[src/rtl/sdram_burst_writer_if.sv]
// Avalon-MM burst write bus between sdram_burst_writer (master) and the SDRAM controller (slave).
interface sdram_burst_writer_if #(
  parameter int unsigned DATA_W = 16,
  parameter int unsigned ADDR_W = 32
);
  logic                  master_waitrequest;
  logic [ADDR_W-1:0]     master_address;
  logic [DATA_W/8-1:0]   master_byteenable;
  logic                  master_write;
  logic [DATA_W-1:0]     master_writedata;
  logic [7:0]            master_burstcount;

  modport master (
    input  master_waitrequest,
    output master_address,
    output master_byteenable,
    output master_write,
    output master_writedata,
    output master_burstcount
  );

  modport slave (
    output master_waitrequest,
    input  master_address,
    input  master_byteenable,
    input  master_write,
    input  master_writedata,
    input  master_burstcount
  );
endinterface

[src/rtl/sdram_burst_writer.sv]
// FIFO-buffered Avalon-MM burst write master: queues {addr,data} words and issues fixed-length
// bursts, or a partial burst on flush, toward the SDRAM controller.
module sdram_burst_writer #(
  parameter int unsigned DATA_W     = 16,
  parameter int unsigned ADDR_W     = 32,
  parameter int unsigned BURST_LEN  = 16,
  parameter int unsigned FIFO_DEPTH = 64,
  parameter int unsigned CNT_W      = $clog2(FIFO_DEPTH) + 1
) (
  input  logic                clk,
  input  logic                reset_n,
  input  logic                write_en,
  input  logic [DATA_W-1:0]   data,
  input  logic [ADDR_W-1:0]   addr,
  output logic                dev_idle,
  input  logic                flush,
  output logic                flush_done,
  output logic                overflow,
  input  logic                ovf_clr,
  output logic [CNT_W-1:0]    fifo_usedw,
  sdram_burst_writer_if.master av
);

  localparam int unsigned PtrW  = $clog2(FIFO_DEPTH);
  localparam int unsigned WordW = ADDR_W + DATA_W;

  typedef enum logic [0:0] {StIdle, StBurst} state_e;

  // FIFO storage and pointers
  logic [WordW-1:0]  mem [FIFO_DEPTH];
  logic [PtrW-1:0]   wr_ptr_q, rd_ptr_q, rd_ptr_nxt;
  logic [CNT_W-1:0]  usedw_q;

  // Burst FSM state and registered bus outputs
  state_e            state_q;
  logic              write_q;
  logic [ADDR_W-1:0] address_q;
  logic [DATA_W-1:0] writedata_q;
  logic [7:0]        burst_q;
  logic [7:0]        beat_q;

  logic              flush_pending_q;
  logic              flush_done_q;
  logic              overflow_q;

  logic              full;
  logic              pop;
  logic              push;
  logic              ovf_event;
  logic              start_full;
  logic              start_part;
  logic [WordW-1:0]  head_word;
  logic [WordW-1:0]  next_word;

  always_comb begin
    full       = (usedw_q == CNT_W'(FIFO_DEPTH));
    pop        = write_q && !av.master_waitrequest;
    // A pop in the same cycle frees the slot, so a push at full still lands.
    push       = write_en && (!full || pop);
    ovf_event  = write_en && full && !pop;
    rd_ptr_nxt = rd_ptr_q + PtrW'(1);
    head_word  = mem[rd_ptr_q];
    next_word  = mem[rd_ptr_nxt];
    start_full = (state_q == StIdle) && (usedw_q >= CNT_W'(BURST_LEN));
    start_part = (state_q == StIdle) && !start_full && flush_pending_q && (usedw_q != '0);
  end

  always_ff @(posedge clk) begin
    if (push) begin
      mem[wr_ptr_q] <= {addr, data};
    end
  end

  always_ff @(posedge clk or negedge reset_n) begin
    if (!reset_n) begin
      wr_ptr_q <= '0;
      rd_ptr_q <= '0;
      usedw_q  <= '0;
    end else begin
      if (push) begin
        wr_ptr_q <= wr_ptr_q + PtrW'(1);
      end
      if (pop) begin
        rd_ptr_q <= rd_ptr_nxt;
      end
      if (push && !pop) begin
        usedw_q <= usedw_q + CNT_W'(1);
      end else if (pop && !push) begin
        usedw_q <= usedw_q - CNT_W'(1);
      end
    end
  end

  always_ff @(posedge clk or negedge reset_n) begin
    if (!reset_n) begin
      state_q     <= StIdle;
      write_q     <= 1'b0;
      address_q   <= '0;
      writedata_q <= '0;
      burst_q     <= '0;
      beat_q      <= '0;
    end else begin
      unique case (state_q)
        StIdle: begin
          if (start_full || start_part) begin
            burst_q     <= start_full ? 8'(BURST_LEN) : 8'(usedw_q);
            address_q   <= head_word[WordW-1:DATA_W];
            writedata_q <= head_word[DATA_W-1:0];
            beat_q      <= '0;
            write_q     <= 1'b1;
            state_q     <= StBurst;
          end
        end
        StBurst: begin
          if (pop) begin
            if (beat_q == burst_q - 8'd1) begin
              write_q <= 1'b0;
              state_q <= StIdle;
            end else begin
              // Burst length never exceeds occupancy at start, so the next word is valid.
              beat_q      <= beat_q + 8'd1;
              writedata_q <= next_word[DATA_W-1:0];
            end
          end
        end
        default: begin
          write_q <= 1'b0;
          state_q <= StIdle;
        end
      endcase
    end
  end

  always_ff @(posedge clk or negedge reset_n) begin
    if (!reset_n) begin
      flush_pending_q <= 1'b0;
      flush_done_q    <= 1'b0;
      overflow_q      <= 1'b0;
    end else begin
      flush_done_q <= 1'b0;
      if (flush_pending_q && (state_q == StIdle) && (usedw_q == '0)) begin
        flush_pending_q <= 1'b0;
        flush_done_q    <= 1'b1;
      end
      if (flush) begin
        flush_pending_q <= 1'b1;
      end
      // A new overflow takes priority over a simultaneous clear.
      if (ovf_event) begin
        overflow_q <= 1'b1;
      end else if (ovf_clr) begin
        overflow_q <= 1'b0;
      end
    end
  end

  assign dev_idle   = (usedw_q < CNT_W'(FIFO_DEPTH));
  assign fifo_usedw = usedw_q;
  assign flush_done = flush_done_q;
  assign overflow   = overflow_q;

  assign av.master_address    = address_q;
  assign av.master_byteenable = '1;
  assign av.master_write      = write_q;
  assign av.master_writedata  = writedata_q;
  assign av.master_burstcount = burst_q;

endmodule

[src/flat_wrapper.sv]
// flat-port wrapper written by rule: the top's interface ports become plain ports
module sdram_burst_writer_flat 
#(
  parameter int unsigned DATA_W     = 16,
  parameter int unsigned ADDR_W     = 32,
  parameter int unsigned BURST_LEN  = 16,
  parameter int unsigned FIFO_DEPTH = 64,
  parameter int unsigned CNT_W      = $clog2(FIFO_DEPTH) + 1
)
  (clk, reset_n, write_en, data, addr, dev_idle, flush, flush_done, overflow, ovf_clr, fifo_usedw, av_master_waitrequest, av_master_address, av_master_byteenable, av_master_write, av_master_writedata, av_master_burstcount);
  sdram_burst_writer_if #(.DATA_W(DATA_W), .ADDR_W(ADDR_W)) av_i ();
  input  logic clk;
  input  logic reset_n;
  input  logic write_en;
  input  logic [DATA_W-1:0] data;
  input  logic [ADDR_W-1:0] addr;
  output logic dev_idle;
  input  logic flush;
  output logic flush_done;
  output logic overflow;
  input  logic ovf_clr;
  output logic [CNT_W-1:0] fifo_usedw;
  input wire logic [$bits(av_i.master_waitrequest)-1:0] av_master_waitrequest;
  output wire logic [$bits(av_i.master_address)-1:0] av_master_address;
  output wire logic [$bits(av_i.master_byteenable)-1:0] av_master_byteenable;
  output wire logic [$bits(av_i.master_write)-1:0] av_master_write;
  output wire logic [$bits(av_i.master_writedata)-1:0] av_master_writedata;
  output wire logic [$bits(av_i.master_burstcount)-1:0] av_master_burstcount;
  assign av_i.master_waitrequest = av_master_waitrequest;
  assign av_master_address = av_i.master_address;
  assign av_master_byteenable = av_i.master_byteenable;
  assign av_master_write = av_i.master_write;
  assign av_master_writedata = av_i.master_writedata;
  assign av_master_burstcount = av_i.master_burstcount;
  sdram_burst_writer #(.DATA_W(DATA_W), .ADDR_W(ADDR_W), .BURST_LEN(BURST_LEN), .FIFO_DEPTH(FIFO_DEPTH), .CNT_W(CNT_W)) u_core (.clk(clk), .reset_n(reset_n), .write_en(write_en), .data(data), .addr(addr), .dev_idle(dev_idle), .flush(flush), .flush_done(flush_done), .overflow(overflow), .ovf_clr(ovf_clr), .fifo_usedw(fifo_usedw), .av(av_i));
endmodule
[config.mk]
export PLATFORM = sky130hd
export DESIGN_NAME = sdram_burst_writer_flat
export DESIGN_NICKNAME = d
export VERILOG_FILES = /design/src/rtl/sdram_burst_writer_if.sv /design/src/rtl/sdram_burst_writer.sv /design/src/flat_wrapper.sv
export SDC_FILE = /design/constraint.sdc
export NUM_CORES = 2
export LEC_CHECK = 0
export ABC_CLOCK_PERIOD_IN_PS = 12200
export CORE_MARGIN = 2
export CORE_UTILIZATION = 30
export DETAILED_ROUTE_END_ITERATION = 12
export DONT_BUFFER_PORTS = 1
export PLACE_DENSITY = 0.45
export SETUP_SLACK_MARGIN = 0.5
export SKIP_LAST_GASP = 1
export SYNTH_ARGS = -nofsm -noshare
export SYNTH_HDL_FRONTEND = slang
export SYNTH_SLANG_ARGS = --single-unit
[constraint.sdc]
create_clock -name clk -period 12.2 [get_ports clk]
set_input_delay 3.66 -clock clk [delete_from_list [all_inputs] [get_ports clk]]
set_output_delay 3.66 -clock clk [all_outputs]
set_load 0.1 [all_outputs]
==> flow_summary_export.csv <==
group,metric,value,unit
layout,fin_nets,6170,
power,p_leak,44.9,nW
layout,final.fill_count,39400,
synth,netlist_instances,5967,
floorplanning,fp.dieArea,433000,µm²
sta,setup_viol,0,
floorplanning,fp.dieH,658,µm
sta,clock.fmax,140,MHz
global_routing,grt_pass1_wl,574000,µm
sta,finClkSkew,55.9,ps
sta,final.hold.worst_slack,500,ps
clock_tree,max-clock-path-buffers,4,
global_routing,antenna_found_initial,20,
synth,ys_top_cells_by_count,"sky130_fd_sc_hd__edfxtp_1 (3,072), sky130_fd_sc_hd__mux4_2 (1,024), sky130_fd_sc_hd__o21ai_0 (224)",
detailed_routing,wl_per_cell,34.7,µm
floorplanning,floorplan.initialDensity,0.301,
detailed_routing,detailedRoute.firstIterationViolations,7021,
sta,max_slew.worst_pin.slew,1430,ps
global_routing,first_global_vias,65500,
detailed_routing,vias,64500,
clock_tree,cts-resized-gates,0,
synth,ys.warnings.count,0,
place,port_buffers,0,
sta,timing_max_transition_violations_final,0,
floorplanning,num_rows,240,
detailed_routing,drt_wl_total,420000,µm
synth,predominant_post_synthesis_flop_cell,"sky130_fd_sc_hd__edfxtp_1",
power,max-vdd-ir-drop,0.125,mV
hold_path,hold_path.class,"flip-flop to flip-flop",
synth,synth.lib_cells_used.distinct,67,
synth,netlist_area,128000,µm²
synth,synth.most_common_cell,"sky130_fd_sc_hd__edfxtp_1",
layout,final_core_utilization,0.345,
detailed_routing,drc_errors,0,
clock_tree,clk_latency,970,ps
synth,synth.area.top_cells,"sky130_fd_sc_hd__edfxtp_1 (72%), sky130_fd_sc_hd__mux4_2 (18%), sky130_fd_sc_hd__dfrtp_1 (1.7%)",
synth,synth_enable_flop_cells,3072,
layout,syn2layout_area_growth,14.6,%
job,max_cap_violations,0,
clock_tree,ctsHtreeMaxLevel,5,
detailed_routing,drt_pass1_iterations,7,
sta,max-slew-margin-rel,0.0404,
sta,min_period_over_period,0.587,
global_routing,grt_start_max_net_pins,125,
synth,synth_seq_area_share,0.735,
sta,setup_repair_after_global_routing_missed_its_margin,"no",
layout,layout-drive-gt1-share,0.293,
detailed_routing,route.antenna.remaining_nets,0,
synth,yosysTopAreaCell,"sky130_fd_sc_hd__edfxtp_1",
clock_tree,clock-sinks,3159,
sta,post_layout_min_period,7160,ps
clock_tree,clock_transition_at_the_register_clock_pins_on_the_worst_setup_and_hold_paths_after_cts,60,ps
detailed_routing,post_drt_via_cell_ratio,5.34,
clock_tree,postCtsHoldBufs,0,
clock_tree,tritoncts_clock_tree,"yes",
critical_path,worst-endpoint-arrival,7720,ps
synth,syn-mean-instance-area,21.5,µm²
place,globalplace.congestion,0.869,
layout,ff_latch_area,94400,µm²
power,post-layout-total-power,0.0239,W
layout,multi_input_comb_area,32700,µm²
sta,setup_tns,0,ps
clock_tree,cts.root.buffer_cell,"sky130_fd_sc_hd__clkbuf_16",
place,hpwlAfterDp,258000,µm
critical_path,cp.required,12770,ps
clock_tree,number_of_buffers_inserted_to_repair_setup_after_cts,0,
synth,postSynthRegisterBits,3159,
floorplanning,chipWidth,658,µm
floorplanning,design.portCount,123,
global_routing,grt_usage,0.190,
floorplanning,core_region_area,427000,µm²
run_status,status,"complete, no violations",
critical_path,endpoint_kind,"flip-flop",
critical_path,timing_worst_setup_path_type,"input port to flip-flop",
critical_path,worst-path-max-fanout,32,
power,power.density,162,nW/µm²
synth,synth.top_cell.area_share,0.719,
sta,finalHoldViolCount,0,
critical_path,timing.critical_path.from_type,"input port",
synth,postSynth.asyncResetShare,0.0275,
global_routing,globalRoute.totalOverflow,0,
clock_tree,cts-buffers-inserted,351,
flip-flops by register name (all words and copies together), names as in the netlist:
register and count:
u_core.av.master_address 32, u_core.av.master_burstcount 7, u_core.av.master_write 1, u_core.av.master_writedata 16
u_core.beat_q 8, u_core.fifo_usedw 7, u_core.flush_done 1, u_core.flush_pending_q 1
u_core.mem 3072, u_core.overflow 1, u_core.rd_ptr_q 6, u_core.state_q 1
u_core.wr_ptr_q 6
cell families after synthesis:
logic type | Yosys count | synth area share
buffers and inverters | 425 | 0.0151
AOI/OAI and AO/OA | 676 | 0.0335
other | 2 | 0.0000585
xor gates and xnor gates | 23 | 0.00157
adders and majority gates | 12 | 0.00123
and+or+nand+nor | 415 | 0.0147
DFF | 3159 | 0.735
muxes | 1255 | 0.198
power by group:
part           internal [W]  switching, W
clock               0.00610       0.00443
sequential           0.0123      0.000178
combinational      0.000240      0.000619
total                0.0186       0.00523
through the flow:
stage / instances / setup slack [ps] / instance area, µm²
2_1_floorplan: 5968 / 4780 / 128000
3_3_place_gp: 11400 / 3810 / 136000
3_5_place_dp: 11400 / 3810 / 136000
4_1_cts: 12100 / 4830 / 147000
5_1_grt: 12100 / 4750 / 147000
6_report: 12100 / 5040 / 147000
critical path, stage by stage:
cell and delay, ps:
sky130_fd_sc_hd__nor2b_1 590, sky130_fd_sc_hd__inv_1 260, sky130_fd_sc_hd__a41oi_1 760, sky130_fd_sc_hd__nor2b_1 330, sky130_fd_sc_hd__nand2_1 610, sky130_fd_sc_hd__nor2_4 840, sky130_fd_sc_hd__buf_4 590
cell type report:
cell class              count  area share
well taps                5687      0.0484
diodes                     19    0.000323
clock buffers             441      0.0634
multi-input cells        2384       0.222
clock inverters           194      0.0130
flip-flops and latches   3159       0.642
inverters                  35    0.000893
repair buffers            173     0.00968
placed cells by master, fill, tap and decap left out, types with 32 or more instances in the layout:
cell type | synthesis | routed
sky130_fd_sc_hd__a221oi_1 | 63 | 63
sky130_fd_sc_hd__dfrtp_1 | 87 | 82
sky130_fd_sc_hd__mux2_2 | 66 | 66
sky130_fd_sc_hd__mux4_2 | 1024 | 1024
sky130_fd_sc_hd__nor2_4 | 0 | 64
sky130_fd_sc_hd__buf_4 | 21 | 163
sky130_fd_sc_hd__bufinv_16 | 0 | 32
sky130_fd_sc_hd__clkinv_2 | 0 | 62
sky130_fd_sc_hd__o22ai_1 | 175 | 175
sky130_fd_sc_hd__clkbuf_1 | 146 | 77
sky130_fd_sc_hd__edfxtp_1 | 3072 | 3072
sky130_fd_sc_hd__a21oi_1 | 62 | 57
sky130_fd_sc_hd__clkbuf_16 | 0 | 358
sky130_fd_sc_hd__inv_1 | 35 | 35
sky130_fd_sc_hd__mux2i_1 | 165 | 165
sky130_fd_sc_hd__o21ai_0 | 224 | 224
sky130_fd_sc_hd__a22oi_1 | 53 | 53
sky130_fd_sc_hd__nand2_1 | 149 | 146
sky130_fd_sc_hd__nor2_1 | 144 | 77
sky130_fd_sc_hd__clkinv_1 | 0 | 67
metal layers:
layer | vias up | GRT usage | share of wire
met1 | 35800 | 0.256 | 0.42
li1 | 25900 | - | -
met4 | 0 | 0.0623 | 0.035
met5 | - | 0 | 0
met3 | 492 | 0.0354 | 0.065
met2 | 2331 | 0.312 | 0.48
final timing paths:
check / start / endpoint / slack [ps] / cells past startpoint
min in group asynchronous: reset_n / u_core.fifo_usedw[4]$_DFFE_PN0P_ / 2460 / 0
hold / removal: u_core.wr_ptr_q[2]$_DFFE_PN0N_ / u_core.wr_ptr_q[2]$_DFFE_PN0N_ / 500 / 1
hold reg to reg: u_core.wr_ptr_q[2]$_DFFE_PN0N_ / u_core.wr_ptr_q[2]$_DFFE_PN0N_ / 500 / 1
max in group asynchronous: reset_n / u_core.av.master_address[31]$_DFFE_PN0P_ / 9220 / 0
setup reg to reg: u_core.rd_ptr_q[0]$_DFFE_PN0N_ / u_core.av.master_writedata[11]$_DFFE_PN0P_ / 6320 / 10
setup / recovery: av_master_waitrequest / u_core.mem[0][16]$_DFFE_PP_ / 5040 / 7
Power figures use the tool's default switching activity.
